<file path="src/rtl/exception_commit_ctrl.sv">
// Commit sequencer for a resolved MEM-stage exception or ERET: one CP0 update pulse,
// a fixed-length pipeline flush, then a valid/ready redirect to IF. Optional macro: BADVADDR_EN.
module exception_commit_ctrl #(
  parameter logic [31:0] EXC_VECTOR   = 32'hBFC0_0380,
  parameter int unsigned FLUSH_CYCLES = 2
) (
  input  logic        clk,
  input  logic        rst,
  input  logic        exc_valid_i,
  input  logic        exc_is_eret_i,
  input  logic [4:0]  exc_code_i,
  input  logic [31:0] exc_pc_i,
  input  logic        exc_bd_i,
  input  logic [31:0] exc_badvaddr_i,
  input  logic [31:0] cp0_epc_i,
  input  logic        cp0_exl_i,
  input  logic        redirect_ready_i,
  output logic        busy_o,
  output logic        flush_o,
  output logic        redirect_valid_o,
  output logic [31:0] redirect_pc_o,
  output logic        cp0_we_o,
  output logic        cp0_epc_we_o,
  output logic [31:0] cp0_epc_o,
  output logic        cp0_bd_o,
  output logic [4:0]  cp0_exccode_o,
  output logic        cp0_exl_set_o,
  output logic        cp0_exl_clr_o
`ifdef BADVADDR_EN
  ,
  output logic        cp0_badvaddr_we_o,
  output logic [31:0] cp0_badvaddr_o
`endif
);

  typedef enum logic [1:0] {S_IDLE, S_FLUSH, S_REDIRECT} state_e;

  localparam logic [3:0] CNT_INIT = 4'(FLUSH_CYCLES - 1);

  state_e      state_q;
  logic [3:0]  cnt_q;
  logic        eret_q;
  logic [31:0] epc_fwd_q;
  logic        busy_q, flush_q, rv_q;
  logic [31:0] rpc_q;
  logic        we_q, epc_we_q, bd_q, exl_set_q, exl_clr_q;
  logic [31:0] epc_q;
  logic [4:0]  code_q;
`ifdef BADVADDR_EN
  logic        bva_we_q;
  logic [31:0] bva_q;
`else
  logic        unused_badvaddr;
  assign unused_badvaddr = ^exc_badvaddr_i;
`endif

  always_ff @(posedge clk) begin
    if (rst) begin
      state_q   <= S_IDLE;
      cnt_q     <= '0;
      eret_q    <= 1'b0;
      epc_fwd_q <= '0;
      busy_q    <= 1'b0;
      flush_q   <= 1'b0;
      rv_q      <= 1'b0;
      rpc_q     <= '0;
      we_q      <= 1'b0;
      epc_we_q  <= 1'b0;
      epc_q     <= '0;
      bd_q      <= 1'b0;
      code_q    <= '0;
      exl_set_q <= 1'b0;
      exl_clr_q <= 1'b0;
`ifdef BADVADDR_EN
      bva_we_q  <= 1'b0;
      bva_q     <= '0;
`endif
    end else begin
      // CP0 fields are only meaningful during the single-cycle strobe
      we_q      <= 1'b0;
      epc_we_q  <= 1'b0;
      epc_q     <= '0;
      bd_q      <= 1'b0;
      code_q    <= '0;
      exl_set_q <= 1'b0;
      exl_clr_q <= 1'b0;
`ifdef BADVADDR_EN
      bva_we_q  <= 1'b0;
`endif
      unique case (state_q)
        S_IDLE: begin
          if (exc_valid_i) begin
            state_q   <= S_FLUSH;
            cnt_q     <= CNT_INIT;
            busy_q    <= 1'b1;
            flush_q   <= 1'b1;
            eret_q    <= exc_is_eret_i;
            epc_fwd_q <= cp0_epc_i;
            we_q      <= 1'b1;
`ifdef BADVADDR_EN
            bva_q     <= exc_badvaddr_i;
`endif
            if (exc_is_eret_i) begin
              exl_clr_q <= 1'b1;
            end else begin
              exl_set_q <= 1'b1;
              epc_we_q  <= ~cp0_exl_i;
              epc_q     <= exc_bd_i ? exc_pc_i - 32'd4 : exc_pc_i;
              bd_q      <= exc_bd_i;
              code_q    <= exc_code_i;
`ifdef BADVADDR_EN
              bva_we_q  <= (exc_code_i == 5'd4) || (exc_code_i == 5'd5);
`endif
            end
          end
        end
        S_FLUSH: begin
          if (cnt_q == '0) begin
            state_q <= S_REDIRECT;
            flush_q <= 1'b0;
            rv_q    <= 1'b1;
            rpc_q   <= eret_q ? epc_fwd_q : EXC_VECTOR;
          end else begin
            cnt_q <= cnt_q - 4'd1;
          end
        end
        S_REDIRECT: begin
          if (redirect_ready_i) begin
            state_q <= S_IDLE;
            rv_q    <= 1'b0;
            rpc_q   <= '0;
            busy_q  <= 1'b0;
          end
        end
        default: state_q <= S_IDLE;
      endcase
    end
  end

  assign busy_o           = busy_q;
  assign flush_o          = flush_q;
  assign redirect_valid_o = rv_q;
  assign redirect_pc_o    = rpc_q;
  assign cp0_we_o         = we_q;
  assign cp0_epc_we_o     = epc_we_q;
  assign cp0_epc_o        = epc_q;
  assign cp0_bd_o         = bd_q;
  assign cp0_exccode_o    = code_q;
  assign cp0_exl_set_o    = exl_set_q;
  assign cp0_exl_clr_o    = exl_clr_q;
`ifdef BADVADDR_EN
  assign cp0_badvaddr_we_o = bva_we_q;
  assign cp0_badvaddr_o    = bva_q;
`endif

endmodule
</file>
<file path="config.mk">
export PLATFORM = sky130hd
export DESIGN_NAME = exception_commit_ctrl
export DESIGN_NICKNAME = d
export VERILOG_FILES = /design/src/rtl/exception_commit_ctrl.sv
export SDC_FILE = /design/constraint.sdc
export NUM_CORES = 1
export LEC_CHECK = 0
export ABC_CLOCK_PERIOD_IN_PS = 3300
export BUFFER_PORTS_ARGS = -buffer_cell sky130_fd_sc_hd__buf_2
export CAP_MARGIN = 20
export CORE_AREA = 2 2 115 83
export DETAILED_ROUTE_END_ITERATION = 12
export DIE_AREA = 0 0 117 85
export GPL_TIMING_DRIVEN = 0
export PLACE_DENSITY = 0.83
export SYNTH_ARGS = -nofsm -noshare
export SYNTH_HDL_FRONTEND = slang
export SYNTH_SLANG_ARGS = --single-unit
</file>
<file path="constraint.sdc">
create_clock -name clk -period 3.3 [get_ports clk]
set_input_delay 0.66 -clock clk [delete_from_list [all_inputs] [get_ports clk]]
set_output_delay 0.66 -clock clk [all_outputs]
set_load 0.02 [all_outputs]
</file>
==> metrics list <==
- Data arrives at the worst endpoint at 2.95 ns.
* Average wire per cell in the routed design: 14.7 µm
- In this run the clock root is driven by a clkbuf_16.
* Setup slack of the critical path after layout: 0.646 ns
* Most area-consuming cells after synthesis: dfxtp_1 (52%), nand2_1 (7.5%), a21oi_1 (6.3%)
- Crit-path slowest cell: o21ai_0
* Final non-filler cell area: 5940 µm²
- For hold timing, the worst endpoint is cp0_epc_we_o.
- Synthesized area per cell: 9.01 µm²
* Critical Path Max Stage Delay: 0.65 ns
- Placed cell area: 5340 µm²
- Most common cell after layout, fill and taps aside: buf_2
- Synth Area in Compound Gates: 14.3%
* Commonest register cell after synthesis: dfxtp_1
* Hold-critical path depth: 2
- Result of the run: finished, final reports clean
- STA classifies the critical path endpoint as a register.
- The via count of the first global-routing pass was 4059.
- Global routing consumed, over all layers together, 24.0% of the routing resources.
- Count of yosys warnings during synthesis: 0
- The synthesized design contains 116 register bits.
- Cell family with the largest share of critical-path delay: compound AO/OA/AOI/OAI gates
- Main combinational cell family by area after synthesis: simple AND/OR/NAND/NOR gates
- Clock latency on the worst-skew pair, taken at its later pin, is 0.41 ns.
- Number of fill cells: 713
- Port bufs: 151
* Share of cells above drive strength 1: 29.4%
* Post-synthesis instance area: 4430 µm²
- Excluding fillers, the count of instances in the completed layout stands at 798.
- Sequential element share of the synthesized area: 52.4%
- The worst setup path is of the register to register kind.
* Final setup violation count: 0
- In the synthesized netlist the async set-or-reset flop fraction comes to 0%.
- In this run, placement finished with an instance count of 767.
- Across the run, the number of max-cap violations was 0.
- Together, buffers and inverters on the worst path number 2.
- Height of the die: 85 µm
- Setup repair after global routing left no endpoint under its margin.
* Share of the core filled with cells: 66.8%
- The analysis attributes to cell leakage a power of 2.53 nW.
- The die is 117 µm wide.
* CTS clock-pin slew for the worst setup and hold paths: 0.05 ns
* Placed wire-length estimate: 8560 µm
- The worst-case IR drop observed on VDD is 0.340 mV.
- Cts bufs inserted: 17
- Synthesis produced a netlist with a net count of 603.
* Count of cell instances traversed by the critical path: 7
- The final layout contains routed wiring with a total length of 11700 µm.
- The first global-routing pass estimated 18600 µm of wire.
- Sum Neg Setup Slack: 0 ns
* Pin count of the biggest net entering global routing: 17
- Dividing the detail-routed via count by the number of cells gives 5.35.
- Initial antenna violation count: 0
- The clock tree synthesis step divided the H-tree into 4 levels.
* Core box area: 8890 µm²
- For this design the ratio of total power to cell area is 631 nW/µm².
- Number of cells produced by synthesis: 492
- Initial Utilization: 49.8%
- The longest clock path from root to sink contains 2 buffers.
- In the layout the commonest cells are buf_2 (153), dfxtp_1 (116), nand2_1 (89), a21oi_1 (56), clkbuf_1 (33).
* Post-synthesis adder-cell area fraction: 0.847%
- Critical Path, Cell by Cell: inv_1 > ha_1 > or3b_2 > o21ai_0 > nor2_1 > clkbuf_1 > a22o_1
* Actual transition at the worst max-transition pin: 0.784 ns
- STA classifies the critical path startpoint as a register.
- Share of the cycle needed by the critical path after routing: 80.4%
* Sink Count: 116
- The synthesized netlist devotes 25.0% of its cell area to simple gates.
* Xor and xnor area share after synthesis: 2.37%
* Drt initial violations: 288
* Number of rows created at floorplan: 29
* Cell type contributing the most total cell area after synthesis: dfxtp_1
- TritonCTS built the clock tree.
- Boundary pin count: 185
* FMAX: 377 MHz
- The setup check on the worst reg-to-reg path leaves a slack of 0.65 ns.
- Number of failing hold endpoints at the final stage: 0
- Post-synth top area share: 52.4%
* Clock Skews: 0.00616 ns
- Summing over every cut layer, the via total after detailed routing is 4269.
- Source of the worst register-to-register timing path: cnt_q[0]
* Synth-to-layout area growth: 34.1%
- Worst max-slew margin expressed relative to the limit: 47.2%
* Resized cells post-CTS: 0
- Data required time at the worst endpoint: 3.60 ns
- Source of the worst hold timing path: cp0_exl_i
- Buffers inserted by post-CTS timing repair: 0
- Across the whole layout, storage elements account for 2320 µm².
- After clock tree synthesis, the flow added hold-fix buffers numbering 0.
- After global routing the overflow that remains totals 0.
- Ant. Diodes: 0
- Final antenna-violating net count: 0
- Distinct cell type count after synthesis: 35
- Routability-driven placement finished with a final weighted congestion of 0.877.
- # nets final: 773
- Prior to clock tree synthesis, the placed netlist has a worst setup slack of 0.397 ns.
- Post-synth EDFFs: 0
- Logic depth of the worst register-to-register path: 7
- Of all nets on the critical path, the largest fanout is 10.
* Hold WC Path Type: primary input to register
- The portion of synthesized area spent on multiplexers is 1.41%.
- The worst path in the final design needs a cycle of 2.65 ns, including I/O delays and setup.
- Die footprint: 9950 µm²
* Detailed-router iteration count before antenna repair: 5
- Slew Viols, Final: 0
- The multi-input combinational cells in the finished layout cover a total of 1940 µm².
- Destination of the worst register-to-register timing path: redirect_pc_o[14]
- In the routed design, unresolved DRC markers number 0.
[routing by layer]
metal  share of wire [%]  vias up  routed length, µm  global-route usage (%)
met2                  45      177               5310                    37.8
met3                 7.9       33                920                    7.00
met1                  44     1987               5130                    30.1
met4                 2.9        0                345                    11.9
li1                    -     2072                  -                       -
met5                   0        -                  0                       0
[final cells by class]
| type | instances | share of cell area, % |
|---|---|---|
| Timing Repair Buffer | 151 | 12.7 |
| Clock buffer | 22 | 7.98 |
| Tap cell | 124 | 2.61 |
| Buffer | 34 | 2.32 |
| Sequential cell | 116 | 39.1 |
| Multi-Input combinational cell | 335 | 32.7 |
| Inverter | 7 | 0.442 |
| Clock inverter | 9 | 2.13 |
[logic make-up after synthesis]
group / count (synthesis)
compound gates: 102
xor+xnor: 12
fa+ha+maj: 3
buf+inv: 41
flops: 116
mux: 6
simple gates: 212
[flip-flops by register name (all words and copies together) (netlist names)]
register	flops
cp0_exl_clr_o	1
redirect_valid_o	1
cnt_q	4
cp0_epc_we_o	1
cp0_epc_o	32
cp0_exl_set_o	1
state_q	2
redirect_pc_o	32
flush_o	1
cp0_we_o	1
epc_fwd_q	32
cp0_exccode_o	5
eret_q	1
cp0_bd_o	1
busy_o	1
[worst max path at each step]
| stage | endpoint | from | slack (ns) |
|---|---|---|---|
| 2_1_floorplan | cp0_epc_o[24] | exc_pc_i[3] | 0.84 |
| 3_3_place_gp | cp0_epc_o[26] | exc_pc_i[3] | 0.44 |
| 3_5_place_dp | cp0_epc_o[26] | exc_pc_i[2] | 0.40 |
| 4_1_cts | redirect_pc_o[10] | cnt_q[0] | 0.70 |
| 5_1_grt | redirect_pc_o[10] | cnt_q[0] | 0.47 |
| 6_report | redirect_pc_o[14] | cnt_q[0] | 0.65 |
[through the flow]
step	hold WS [ns]	power, W
6_report	0.402	0.00375
3_5_place_dp	0.448	0.00192
5_1_grt	0.401	0.00388
3_3_place_gp	0.442	0.00190
4_1_cts	0.394	0.00377
2_1_floorplan	0.436	0.00176
[report_power, final]
part	total (W)	leakage (nW)	internal, W	switching, W
combinational	0.000384	1.29	0.000141	0.000243
clock	0.00185	0.296	0.00124	0.000616
sequential	0.00151	0.946	0.00147	0.0000370
total	0.00375	2.53	0.00285	0.000896
[synth_stat cells, drive strengths merged (7+ instances only)]
library cell	number
nor2	21
clkbuf	31
a22o	15
and2	9
or4	18
dfxtp	116
or2	8
a21oi	56
a211oi	13
inv	7
or3	11
o31ai	12
nand2	89
nor3b	15
nor3	8
nand3	8
No activity file was read; power rests on OpenSTA's default activity.
